[src/rtl/fp_special_cases_pipe_pkg.sv]
// Shared definitions for the special-operand resolver pipeline.
//   fp_type_e : operand class codes produced by fp_classify
//   op_e      : operation codes carried on the op port
//   DEF_*     : default field widths (IEEE-754 binary32)
package fp_special_cases_pipe_pkg;

  localparam int DEF_EXP_SIZE    = 8;
  localparam int DEF_MANTIS_SIZE = 23;

  typedef enum logic [2:0] {
    FP_ZERO      = 3'b000,
    FP_INF       = 3'b001,
    FP_SUBNORMAL = 3'b010,
    FP_NORMAL    = 3'b011,
    FP_NAN       = 3'b100
  } fp_type_e;

  typedef enum logic [1:0] {
    OP_ADD  = 2'b00,
    OP_SUB  = 2'b01,
    OP_MUL  = 2'b10,
    OP_RSVD = 2'b11
  } op_e;

endpackage

[src/rtl/fp_special_cases_pipe_if.sv]
// Operand/result handshake bundle for fp_special_cases_pipe.
//   in_valid/in_ready   : operand beat handshake (op, opnd_a, opnd_b)
//   out_valid/out_ready : result beat handshake (result, special_case, invalid)
//   master : producer/consumer side; slave : the resolver pipeline
interface fp_special_cases_pipe_if
  import fp_special_cases_pipe_pkg::*;
#(
  parameter int EXP_SIZE    = DEF_EXP_SIZE,
  parameter int MANTIS_SIZE = DEF_MANTIS_SIZE
);
  localparam int W = 1 + EXP_SIZE + MANTIS_SIZE;

  logic         in_valid;
  logic         in_ready;
  logic [1:0]   op;
  logic [W-1:0] opnd_a;
  logic [W-1:0] opnd_b;
  logic         out_valid;
  logic         out_ready;
  logic [W-1:0] result;
  logic         special_case;
  logic         invalid;

  modport master (
    output in_valid, op, opnd_a, opnd_b, out_ready,
    input  in_ready, out_valid, result, special_case, invalid
  );

  modport slave (
    input  in_valid, op, opnd_a, opnd_b, out_ready,
    output in_ready, out_valid, result, special_case, invalid
  );

endinterface

[src/rtl/fp_special_cases_pipe_classify.sv]
// fp_classify: combinational operand classifier.
//   mag     in  {exp, mantis} fields of an operand (sign is irrelevant here)
//   ftype   out ZERO / SUBNORMAL / NORMAL / INF / NAN
//   is_snan out NaN whose quiet bit (mantissa MSB) is clear
module fp_classify
  import fp_special_cases_pipe_pkg::*;
#(
  parameter int EXP_SIZE    = DEF_EXP_SIZE,
  parameter int MANTIS_SIZE = DEF_MANTIS_SIZE
) (
  input  logic [EXP_SIZE+MANTIS_SIZE-1:0] mag,
  output fp_type_e                        ftype,
  output logic                            is_snan
);

  logic [EXP_SIZE-1:0]    exp_f;
  logic [MANTIS_SIZE-1:0] man_f;

  assign exp_f = mag[EXP_SIZE+MANTIS_SIZE-1:MANTIS_SIZE];
  assign man_f = mag[MANTIS_SIZE-1:0];

  always_comb begin
    ftype   = FP_NORMAL;
    is_snan = 1'b0;
    if (exp_f == '0) begin
      ftype = (man_f == '0) ? FP_ZERO : FP_SUBNORMAL;
    end else if (&exp_f) begin
      if (man_f == '0) begin
        ftype = FP_INF;
      end else begin
        ftype   = FP_NAN;
        is_snan = ~man_f[MANTIS_SIZE-1];
      end
    end
  end

endmodule

[src/rtl/fp_special_cases_pipe.sv]
// fp_special_cases_pipe: two-stage special-operand resolver for ADD/SUB/MUL.
//   clk, rst_n : clock and asynchronous active-low reset
//   bus        : slave side of fp_special_cases_pipe_if
//     S1 holds op, operands (SUB already folded into sign_B) and operand classes.
//     S2 holds result, special_case and invalid; result is zero when not special.
module fp_special_cases_pipe
  import fp_special_cases_pipe_pkg::*;
#(
  parameter int EXP_SIZE    = DEF_EXP_SIZE,
  parameter int MANTIS_SIZE = DEF_MANTIS_SIZE
) (
  input  logic                  clk,
  input  logic                  rst_n,
  fp_special_cases_pipe_if.slave bus
);

  localparam int W = 1 + EXP_SIZE + MANTIS_SIZE;
  // Canonical quiet NaN and the quiet-bit mask used to quiet propagated NaNs.
  localparam logic [W-1:0] CQ    = {1'b1, {EXP_SIZE{1'b1}}, 1'b1, {(MANTIS_SIZE-1){1'b0}}};
  localparam logic [W-1:0] QMASK = {1'b0, {EXP_SIZE{1'b0}}, 1'b1, {(MANTIS_SIZE-1){1'b0}}};
  localparam logic [W-1:0] INF_MAG = {1'b0, {EXP_SIZE{1'b1}}, {MANTIS_SIZE{1'b0}}};

  // ---------------- handshake ----------------
  logic s1_valid_reg, s2_valid_reg;
  logic s2_load, s1_load;

  // A stage may load when its output is empty or leaving this cycle.
  assign s2_load      = ~s2_valid_reg | bus.out_ready;
  assign s1_load      = ~s1_valid_reg | s2_load;
  assign bus.in_ready = s1_load;

  // ---------------- stage 1 ----------------
  fp_type_e type_a, type_b;
  logic     snan_a, snan_b;

  fp_classify #(.EXP_SIZE(EXP_SIZE), .MANTIS_SIZE(MANTIS_SIZE)) u_class_a (
    .mag     (bus.opnd_a[W-2:0]),
    .ftype   (type_a),
    .is_snan (snan_a)
  );

  fp_classify #(.EXP_SIZE(EXP_SIZE), .MANTIS_SIZE(MANTIS_SIZE)) u_class_b (
    .mag     (bus.opnd_b[W-2:0]),
    .ftype   (type_b),
    .is_snan (snan_b)
  );

  op_e          s1_op_reg;
  logic [W-1:0] s1_a_reg, s1_b_reg;
  fp_type_e     s1_ta_reg, s1_tb_reg;
  logic         s1_snan_a_reg, s1_snan_b_reg;
  logic [W-1:0] opnd_b_next;

  // Subtraction is addition with B's sign flipped; later logic only sees ADD/MUL.
  assign opnd_b_next = (op_e'(bus.op) == OP_SUB) ? {~bus.opnd_b[W-1], bus.opnd_b[W-2:0]}
                                                  : bus.opnd_b;

  always_ff @(posedge clk or negedge rst_n) begin
    if (!rst_n) begin
      s1_valid_reg  <= 1'b0;
      s1_op_reg     <= OP_ADD;
      s1_a_reg      <= '0;
      s1_b_reg      <= '0;
      s1_ta_reg     <= FP_ZERO;
      s1_tb_reg     <= FP_ZERO;
      s1_snan_a_reg <= 1'b0;
      s1_snan_b_reg <= 1'b0;
    end else if (s1_load) begin
      s1_valid_reg <= bus.in_valid;
      if (bus.in_valid) begin
        s1_op_reg     <= op_e'(bus.op);
        s1_a_reg      <= bus.opnd_a;
        s1_b_reg      <= opnd_b_next;
        s1_ta_reg     <= type_a;
        s1_tb_reg     <= type_b;
        s1_snan_a_reg <= snan_a;
        s1_snan_b_reg <= snan_b;
      end
    end
  end

  // ---------------- resolver (feeds stage 2) ----------------
  logic [W-1:0] res_next;
  logic         special_next, invalid_next;
  logic         sa, sb, smul, is_mul;
  logic         a_nan, b_nan, a_inf, b_inf, a_zero, b_zero;
  logic [MANTIS_SIZE-1:0] man_a, man_b;

  assign sa     = s1_a_reg[W-1];
  assign sb     = s1_b_reg[W-1];
  assign smul   = sa ^ sb;
  assign man_a  = s1_a_reg[MANTIS_SIZE-1:0];
  assign man_b  = s1_b_reg[MANTIS_SIZE-1:0];
  assign is_mul = (s1_op_reg == OP_MUL);
  assign a_nan  = (s1_ta_reg == FP_NAN);
  assign b_nan  = (s1_tb_reg == FP_NAN);
  assign a_inf  = (s1_ta_reg == FP_INF);
  assign b_inf  = (s1_tb_reg == FP_INF);
  assign a_zero = (s1_ta_reg == FP_ZERO);
  assign b_zero = (s1_tb_reg == FP_ZERO);

  always_comb begin
    res_next     = '0;
    special_next = 1'b0;
    invalid_next = 1'b0;
    if (a_nan || b_nan) begin
      // NaN handling is identical for every op.
      special_next = 1'b1;
      invalid_next = s1_snan_a_reg | s1_snan_b_reg;
      if (a_nan && b_nan) begin
        res_next = ((man_b > man_a) ? s1_b_reg : s1_a_reg) | QMASK;
        if (man_a == man_b) res_next[W-1] = sa & sb;
      end else if (a_nan) begin
        res_next = s1_a_reg | QMASK;
      end else begin
        res_next = s1_b_reg | QMASK;
      end
    end else if (is_mul) begin
      if ((a_zero && b_inf) || (a_inf && b_zero)) begin
        special_next = 1'b1;
        invalid_next = 1'b1;
        res_next     = CQ;
      end else if (a_inf || b_inf) begin
        special_next = 1'b1;
        res_next     = INF_MAG | {smul, {(W-1){1'b0}}};
      end else if (a_zero || b_zero) begin
        special_next = 1'b1;
        res_next     = {smul, {(W-1){1'b0}}};
      end
    end else begin
      if (a_zero && b_zero) begin
        special_next = 1'b1;
        res_next     = {sa & sb, {(W-1){1'b0}}};
      end else if (a_zero) begin
        special_next = 1'b1;
        res_next     = s1_b_reg;
      end else if (b_zero) begin
        special_next = 1'b1;
        res_next     = s1_a_reg;
      end else if (a_inf && b_inf) begin
        special_next = 1'b1;
        if (sa == sb) begin
          res_next = s1_a_reg;
        end else begin
          res_next     = CQ;
          invalid_next = 1'b1;
        end
      end else if (a_inf) begin
        special_next = 1'b1;
        res_next     = s1_a_reg;
      end else if (b_inf) begin
        special_next = 1'b1;
        res_next     = s1_b_reg;
      end
    end
  end

  // ---------------- stage 2 ----------------
  logic [W-1:0] result_reg;
  logic         special_reg, invalid_reg;

  always_ff @(posedge clk or negedge rst_n) begin
    if (!rst_n) begin
      s2_valid_reg <= 1'b0;
      result_reg   <= '0;
      special_reg  <= 1'b0;
      invalid_reg  <= 1'b0;
    end else if (s2_load) begin
      s2_valid_reg <= s1_valid_reg;
      if (s1_valid_reg) begin
        result_reg  <= res_next;
        special_reg <= special_next;
        invalid_reg <= invalid_next;
      end
    end
  end

  assign bus.out_valid    = s2_valid_reg;
  assign bus.result       = result_reg;
  assign bus.special_case = special_reg;
  assign bus.invalid      = invalid_reg;

endmodule

[src/flat_wrapper.sv]
// flat-port wrapper written by rule: the top's interface ports become plain ports
module fp_special_cases_pipe_flat import fp_special_cases_pipe_pkg::*;
#(
  parameter int EXP_SIZE    = DEF_EXP_SIZE,
  parameter int MANTIS_SIZE = DEF_MANTIS_SIZE
)
  (clk, rst_n, bus_in_valid, bus_op, bus_opnd_a, bus_opnd_b, bus_out_ready, bus_in_ready, bus_out_valid, bus_result, bus_special_case, bus_invalid);
  fp_special_cases_pipe_if #(.EXP_SIZE(EXP_SIZE), .MANTIS_SIZE(MANTIS_SIZE)) bus_i ();
  input  logic clk;
  input  logic rst_n;
  input wire logic [$bits(bus_i.in_valid)-1:0] bus_in_valid;
  input wire logic [$bits(bus_i.op)-1:0] bus_op;
  input wire logic [$bits(bus_i.opnd_a)-1:0] bus_opnd_a;
  input wire logic [$bits(bus_i.opnd_b)-1:0] bus_opnd_b;
  input wire logic [$bits(bus_i.out_ready)-1:0] bus_out_ready;
  output wire logic [$bits(bus_i.in_ready)-1:0] bus_in_ready;
  output wire logic [$bits(bus_i.out_valid)-1:0] bus_out_valid;
  output wire logic [$bits(bus_i.result)-1:0] bus_result;
  output wire logic [$bits(bus_i.special_case)-1:0] bus_special_case;
  output wire logic [$bits(bus_i.invalid)-1:0] bus_invalid;
  assign bus_i.in_valid = bus_in_valid;
  assign bus_i.op = bus_op;
  assign bus_i.opnd_a = bus_opnd_a;
  assign bus_i.opnd_b = bus_opnd_b;
  assign bus_i.out_ready = bus_out_ready;
  assign bus_in_ready = bus_i.in_ready;
  assign bus_out_valid = bus_i.out_valid;
  assign bus_result = bus_i.result;
  assign bus_special_case = bus_i.special_case;
  assign bus_invalid = bus_i.invalid;
  fp_special_cases_pipe #(.EXP_SIZE(EXP_SIZE), .MANTIS_SIZE(MANTIS_SIZE)) u_core (.clk(clk), .rst_n(rst_n), .bus(bus_i));
endmodule
[config.mk]
export PLATFORM = sky130hd
export DESIGN_NAME = fp_special_cases_pipe_flat
export DESIGN_NICKNAME = d
export VERILOG_FILES = /design/src/rtl/fp_special_cases_pipe_pkg.sv /design/src/rtl/fp_special_cases_pipe_if.sv /design/src/rtl/fp_special_cases_pipe_classify.sv /design/src/rtl/fp_special_cases_pipe.sv /design/src/flat_wrapper.sv
export SDC_FILE = /design/constraint.sdc
export NUM_CORES = 1
export LEC_CHECK = 0
export BUFFER_PORTS_ARGS = -buffer_cell sky130_fd_sc_hd__buf_2
export CORE_AREA = 2 2 130 132
export CTS_BUF_LIST = sky130_fd_sc_hd__clkbuf_8
export DETAILED_ROUTE_END_ITERATION = 10
export DIE_AREA = 0 0 132 134
export GPL_TIMING_DRIVEN = 0
export SYNTH_ARGS = -nofsm -noshare
export SYNTH_HDL_FRONTEND = slang
export SYNTH_HIERARCHICAL = 1
export SYNTH_SLANG_ARGS = --single-unit
[constraint.sdc]
create_clock -name clk -period 2.14 [get_ports clk]
set_input_delay 0.107 -clock clk [delete_from_list [all_inputs] [get_ports clk]]
set_output_delay 0.107 -clock clk [all_outputs]
set_load 0.01 [all_outputs]
==> results.md, run 1 <==
- Status: finished with violations
- Failing checks: negative setup slack
- Post-route setup slack: -361.8 ps
- Io pins: 106
- Cell area after synthesis: 0.006415 sq mm
- Worst Hold Class: input pin to flip-flop
- Row count: 47
- WHS Path Cells: 4
- Final #Nets: between 900 and 1k
- Detail Placement HPWL: between 15000 and 20000 um
- Max_cap viols: 0
- Antenna viol nets, final: 0
- WP data arrival: between 2000 and 3000 ps
- Startpoint types: flip-flop
- First-pass GRT wire length: between 30000 and 40000 um
- Final Critical Period: between 2000 and 3000 ps
- Fill cells: roughly 1.4k
- Ant. Diodes: 0
- Post-synth ARST share: 100.0%
- Clock Sinks: 110
- Mean Syn Cell Area: slightly above 10 sq um
- Rel. slew slack: 43.74%
- Effective utilization at floorplan: around two fifths
- Worst r2r path cells: 9
- Die area: roughly 0.018 sq mm
- Commonest non-fill, non-tap cells in the layout: buf_2, dfrtp_1, mux2_2
- Most frequent cell on the critical path: o211a_4
- Worst-case vdd ir drop: between 0.4 and 0.5 mV
- Routed vias/inst: roughly 5.8
- Predominant post-synthesis flop cell: dfrtp_1
- Routed wire length: around 23000 um
- Iteration-0 DRC count of the detailed router: between 300 and 400
- I/O Buffers: roughly 110
- GRT Total Usage: about a quarter
- First-pass detailed-route iteration total: 6
- Hold Crit Start: bus_opnd_b[31]
- Final critical-path share of the clock period: 116.9%
- Crit-path slowest cell: dfrtp_1
- Cell Pwr Density: between 600 and 700 mW/mm^2
- Final non-filler cell area: 0.008936 sq mm
- Critical Path End Type: flip-flop
- Max FO, Critical Path: 5
- Synth warn: 6
- #FFs+latches synth: 110
- Worst hold margin: ~33 ps
- Root buffer cell: clkbuf_8
- FMAX: ~400 MHz
- Die height: ~130 um
- H-tree depth: 3
- # DRC: 0
- Routed len/inst: between 20 and 25 um
- Worst skew pair latency: approximately 400 ps
- Worst-path cell chain: inv_2, ha_4, nand4_1, nor4_4, nand2_2, o211a_4, o211a_4, buf_16, a221o_1
- Critical path type: flip-flop to flip-flop
- Pins Over Slew Limit: 0
- Total Negative Setup Slacks: -8734 ps
- Total grt overflow: 0
- TritonCTS clock tree: done
- # setup viols final: 31
- Unique masters post-synth: 64
- Final hold vios: 0
- Sequential cell area fraction in the yosys report: 42.91%
- Cells after Synth: ~640
- Syn_nets: 730
- DR vias: between 6k and 7k
- Clock-pin slew on the worst setup and hold paths: approximately 110 ps
- Die X-Extent: between 100 and 150 um
- Initial antenna violation count: 0
- Worst path max stage delay: 430 ps
- Most common cell after layout, fill and taps aside: buf_2
- Unrepaired setup endpoints after global routing: true
- Leakage power: around 3.8 nW
- Total CTS buffers: 9
- RR Endpoint: u_core/bus.result[12]
- Worst slew pin tran: ~840 ps
- Reg2reg start: u_core/s1_a_reg[12]
- Placed cell area: just over 0.007 sq mm
- WP data required: between 2000 and 2500 ps
- Clock Skew: ~13 ps
- Core area: around 0.016 sq mm
- R2R Setup Slk: -360 ps
- Syn-to-layout area delta: 39.30%
- Clk buf depth: 2
- Largest net degree at the start of global routing: 71
- Gpl congestion: roughly 0.91
- Post-synth EDFFs: 0
- Vias in the first global route: between 6k and 7k
- Share of cells above drive strength 1: around two fifths
- Worst Hold End: u_core/s1_b_reg[31]
## cells by family (layout without fill, tap and decap cells)
family                     count (synthesis)  count (layout)  share of synthesized area, %
adders and majority gates                 25              25                         4.876
and+or+nand+nor                          171             171                         14.32
muxes                                     75              75                         13.15
xor gates and xnor gates                   2               2                        0.2731
buffers and inverters                     68             305                         4.310
DFF                                      110             110                         42.91
AOI/OAI and AO/OA                        184             186                         20.17
## worst max-delay path: cells and delay by family (launching register included)
family	cells	cell delay [ps]
compound gates	3	920
simple gates	3	560
flops	1	430
fa+ha+maj	1	270
buf+inv	2	220
## layout make-up
type                       instances  area [sq um]  area share [%]
multi-input combinational        459          3732           41.77
sequential                       110          2758           30.86
timing repair buffer             224          1664           18.62
tap                              220         275.3           3.080
buffer                            38         220.2           2.464
clock buffer                      10         137.6           1.540
inverter                          27         101.3           1.134
clock inverter                     6         47.55          0.5321
## per-stage QoR
stage	instances	power [mW]	util, %	setup WS [ps]
after floorplan	635	3.384	-	-208.5
after global placement	960	3.878	44.44	-772.9
after detailed placement	961	3.925	44.62	-765.2
after CTS	1086	5.569	53.61	-311.5
after global routing	1094	5.927	54.86	-438.8
final	1094	5.630	54.86	-361.8
## synthesized netlist by cell type (7+ instances only)
library cell | number | area share [%]
a21oi_1 | 50 | 3.9
nand2_1 | 25 | 1.5
nand4_1 | 12 | 1.2
dfrtp_1 | 110 | 43
buf_2 | 11 | 0.86
a221o_1 | 13 | 2.0
clkbuf_1 | 28 | 1.6
mux2_2 | 74 | 13
o21ai_0 | 29 | 2.3
inv_1 | 27 | 1.6
nor4_1 | 12 | 1.2
nor2_1 | 46 | 2.7
o211ai_1 | 13 | 1.5
a31oi_1 | 16 | 1.6
o41ai_1 | 13 | 1.8
nand3_1 | 16 | 1.2
ha_1 | 25 | 4.9
a311oi_1 | 7 | 0.96
nor3_1 | 23 | 1.8
## worst max path at each step
| stage | endpoint | depth (start not counted) | startpoint | slack, ps |
|---|---|---|---|---|
| CTS | u_core/bus.result[16] | 10 | u_core/s1_a_reg[4] | -310 |
| global placement | u_core/bus.result[23] | 9 | u_core/s1_a_reg[6] | -770 |
| floorplan | u_core/bus.result[11] | 8 | u_core/s1_b_reg[20] | -210 |
| global route | u_core/bus.result[10] | 9 | u_core/s1_a_reg[12] | -440 |
| finish | u_core/bus.result[12] | 9 | u_core/s1_a_reg[12] | -360 |
| detailed placement | u_core/bus.result[28] | 9 | u_core/s1_a_reg[6] | -770 |
## power by group
group / switching, mW / total, mW / internal (mW)
Combinational: 0.922 / 1.82 / 0.895
Sequential: 0.259 / 2.59 / 2.33
Clock: 0.760 / 1.22 / 0.464
Total: 1.94 / 5.63 / 3.69
## what timing repair did
| item | 4_1_cts | 5_1_grt |
|---|---|---|
| buffers inserted | 39 | 9 |
| gates cloned | 4 | 1 |
| pin swaps | 29 | 14 |
| hold buffers | 67 | 0 |
| endpoints found under the hold margin | 105 | 0 |
| endpoints found under the setup margin | 82 | 54 |
| resized for setup | 56 | 41 |
## layer usage
| layer | vias up | global-route usage (%) | part of all wire (%) |
|---|---|---|---|
| met5 | - | 0 | 0 |
| met4 | 0 | 8.877 | 2.2 |
| met3 | 32 | 3.741 | 6.9 |
| met2 | 296 | 43.89 | 48 |
| met1 | 3092 | 34.47 | 43 |
| li1 | 2904 | - | - |
(Power assumes the default switching activity.)
==> run 2: changes to the inputs <==
==> constraint.sdc (replaced) <==
create_clock -name clk -period 2.14 [get_ports clk]
set_input_delay 0.107 -clock clk [delete_from_list [all_inputs] [get_ports clk]]
set_output_delay 0.107 -clock clk [all_outputs]
set_load 0.1 [all_outputs]
==> run 2 against run 1 <==
Register-to-register slack about the same. Non-clock buffer count rose by 4. Global-route usage increased by 0.65 points. The run still ends with negative setup slack left. Clock skew is 0.91 ps higher. Clock-buffer cell count decreased by 1. Combinational power increased by 34%. Sequential share of layout area shrank 0.72 points.
==> results.md, run 2 (same netlist as run 1, synthesis figures left out) <==
- Internal: 3.980 mW (+7.9%)
- Die height: 134 um (unchanged)
- Largest net degree at the start of global routing: 63 (-11%)
- Final #Nets: 967 (+0.31%)
- Unrepaired setup endpoints after global routing: true
- Worst slew pin tran: 969.6 ps (+133.5 ps)
- Antenna viol nets, final: 0 (unchanged)
- Worst Hold Class: input pin to flip-flop
- Critical Path End Type: flip-flop
- Core area: 0.01629 sq mm (unchanged)
- Leakage power: 3.944 nW (+3.7%)
- Post-route setup slack: -359.2 ps (+2.542 ps)
- Commonest non-fill, non-tap cells in the layout: buf_2, dfrtp_1, dlygate4sd3_1
- Total CTS buffers: 9 (unchanged)
- Pins Over Slew Limit: 0 (unchanged)
- Final critical-path share of the clock period: 116.8% (-0.12 points)
- Final Critical Period: 2499 ps (-2.542 ps)
- # DRC: 0 (unchanged)
- Ant. Diodes: 0 (unchanged)
- Logic pwr share: 37.9% (+5.6 points)
- DR WL met3: 1664 um (+4.9%)
- Worst-case vdd ir drop: 0.3590 mV (-14%)
- Routed wire length: 23690 um (+3.1%)
- Fin cells: 1097 (+0.27%)
- Met2 WL: 11070 um (+0.56%)
- Final non-filler cell area: 0.009168 sq mm (+2.6%)
- Final total power: 6.442 mW (+14%)
- Cells after DPL: 961 (unchanged)
- Syn-to-layout area delta: 42.91%
- Routed vias/inst: 5.870 (+1.5%)
- Clk buf depth: 2 (unchanged)
- WP data required: 2430 ps (about the same)
- Wl on met1: 10270 um (+3.9%)
- Total Negative Setup Slacks: -9168 ps (-434.4 ps)
- Row count: 47 (unchanged)
- Iteration-0 DRC count of the detailed router: 471 (+28%)
- Io pins: 106 (unchanged)
- GRT Total Usage: 26.68% (+0.65 points)
- Root buffer cell: clkbuf_8
- First-pass detailed-route iteration total: 5 (-1)
- Total grt overflow: 0 (unchanged)
- Uppermost layer routed: met4
- # setup viols final: 34 (+9.7%)
- Placed cell area: 0.007405 sq mm (+1.9%)
- Die area: 0.01769 sq mm (unchanged)
- Final Util: 56.28% (+1.4 points)
- Vias in the first global route: 6513 (+4.7%)
- Clock Skew: 13.78 ps (+0.9118 ps)
- Flop pwr share: 40.3% (-5.7 points)
- Share of cells above drive strength 1: 40.36% (+2.3 points)
- FMAX: 400.1 MHz (+0.10%)
- Gpl congestion: 0.8960 (-1.3%)
- Effective utilization at floorplan: 39.38% (unchanged)
- Initial antenna violation count: 0 (unchanged)
- Critical path type: flip-flop to flip-flop
- Rel. slew slack: 34.76% (-9.0 points)
- I/O Buffers: 105 (unchanged)
- Failing checks: negative setup slack
- Clock Sinks: 110 (unchanged)
- Clock share of power: 21.8% (about the same)
- Die X-Extent: 132 um (unchanged)
- Fill cells: 1441 (-0.21%)
- DR vias: 6439 (+1.8%)
- Detail Placement HPWL: 16400 um (+0.74%)
- Cell Pwr Density: 702.7 mW/mm^2 (+12%)
- Status: finished with violations
- Worst skew pair latency: 400 ps (about the same)
- First-pass GRT wire length: 36070 um (+2.8%)
- Sw frac: 38.23% (+3.7 points)
- Routed len/inst: 21.59 um (+2.8%)
- Final hold vios: 0 (unchanged)
- H-tree depth: 3 (unchanged)
- Psw: 2.463 mW (+27%)
- Startpoint types: flip-flop
- Clock-pin slew on the worst setup and hold paths: 110 ps (about the same)
- TritonCTS clock tree: done
- Most common cell after layout, fill and taps aside: buf_2
- Max FO, Critical Path: 5 (unchanged)
- WP data arrival: 2790 ps (about the same)
- Max_cap viols: 0 (unchanged)
[run 2: cell count changes in the layout (fill, tap and decap cells not counted), sizes merged]
cell / change
clkbuf: +2
o21ai: -1
inv: -1
buf: +4
clkinvlp: -1
clkinv: +1
bufinv: +2
dlygate4sd3: -3
[run 2: final cells by class]
type / count / area [sq um] / area share [%]
inverter: 27 / 101.3 / 1.105
tap: 220 / 275.3 / 3.003
multi-input combinational: 458 / 3834 / 41.82
timing repair buffer: 228 / 1695 / 18.49
clock buffer: 9 / 123.9 / 1.351
buffer: 38 / 285.3 / 3.112
clock inverter: 7 / 90.09 / 0.9827
sequential: 110 / 2763 / 30.14
[run 2: per-layer routing]
metal	vias up	track usage (%)
met4	0	11.41
met2	289	43.11
met5	-	4.167
met1	3196	35.14
li1	2906	-
met3	48	4.573
[run 2: critical path, cell delays in order (launching register included)]
cell and delay (ps):
dfrtp_1 460, inv_2 70, ha_4 270, nand4_1 180, nor4_4 200, buf_6 160
nand2_4 50, o211a_4 280, o211a_4 260, clkbuf_16 160, a221o_1 310
[run 2: per-stage QoR]
stage          setup slack, ps  hold slack [ps]
5_1_grt                 -432.3            21.23
3_3_place_gp            -714.7            322.9
3_5_place_dp            -712.1            186.9
6_report                -359.2            10.45
2_1_floorplan           -458.9           -188.6
4_1_cts                 -297.4            3.580
[run 2: path summary, 6_finish.rpt]
check                                         to  cells past startpoint  slack [ps]                  start
max in group asynchronous    u_core/s1_b_reg[31]                      3        1120                  rst_n
min                         u_core/bus.out_valid                      3          10          bus_out_ready
min in group asynchronous   u_core/bus.result[3]                      2         270                  rst_n
max reg2reg                u_core/bus.result[12]                     10        -360    u_core/s1_a_reg[13]
min reg2reg                u_core/bus.result[22]                      1         500  u_core/bus.result[22]
max                        u_core/bus.result[12]                     10        -360    u_core/s1_a_reg[13]
[run 2: what timing repair did]
action | 4_1_cts | 5_1_grt
gates cloned | 1 | 3
gates resized for setup | 53 | 44
hold endpoints to repair | 111 | 0
setup buffers | 37 | 18
hold buffers | 64 | 0
pin swaps | 20 | 21
endpoints found under the setup margin | 34 | 33
[run 2: power by group through the flow]
stage                     combinational (mW)  clock [mW]  sequential [mW]
final                                   2.44        1.40             2.60
after detailed placement                1.83           0             2.63
after CTS                               2.21        1.44             2.58
after global routing                    2.60        1.51             2.62
after floorplan                        0.888           0             3.01
after global placement                  1.78           0             2.63
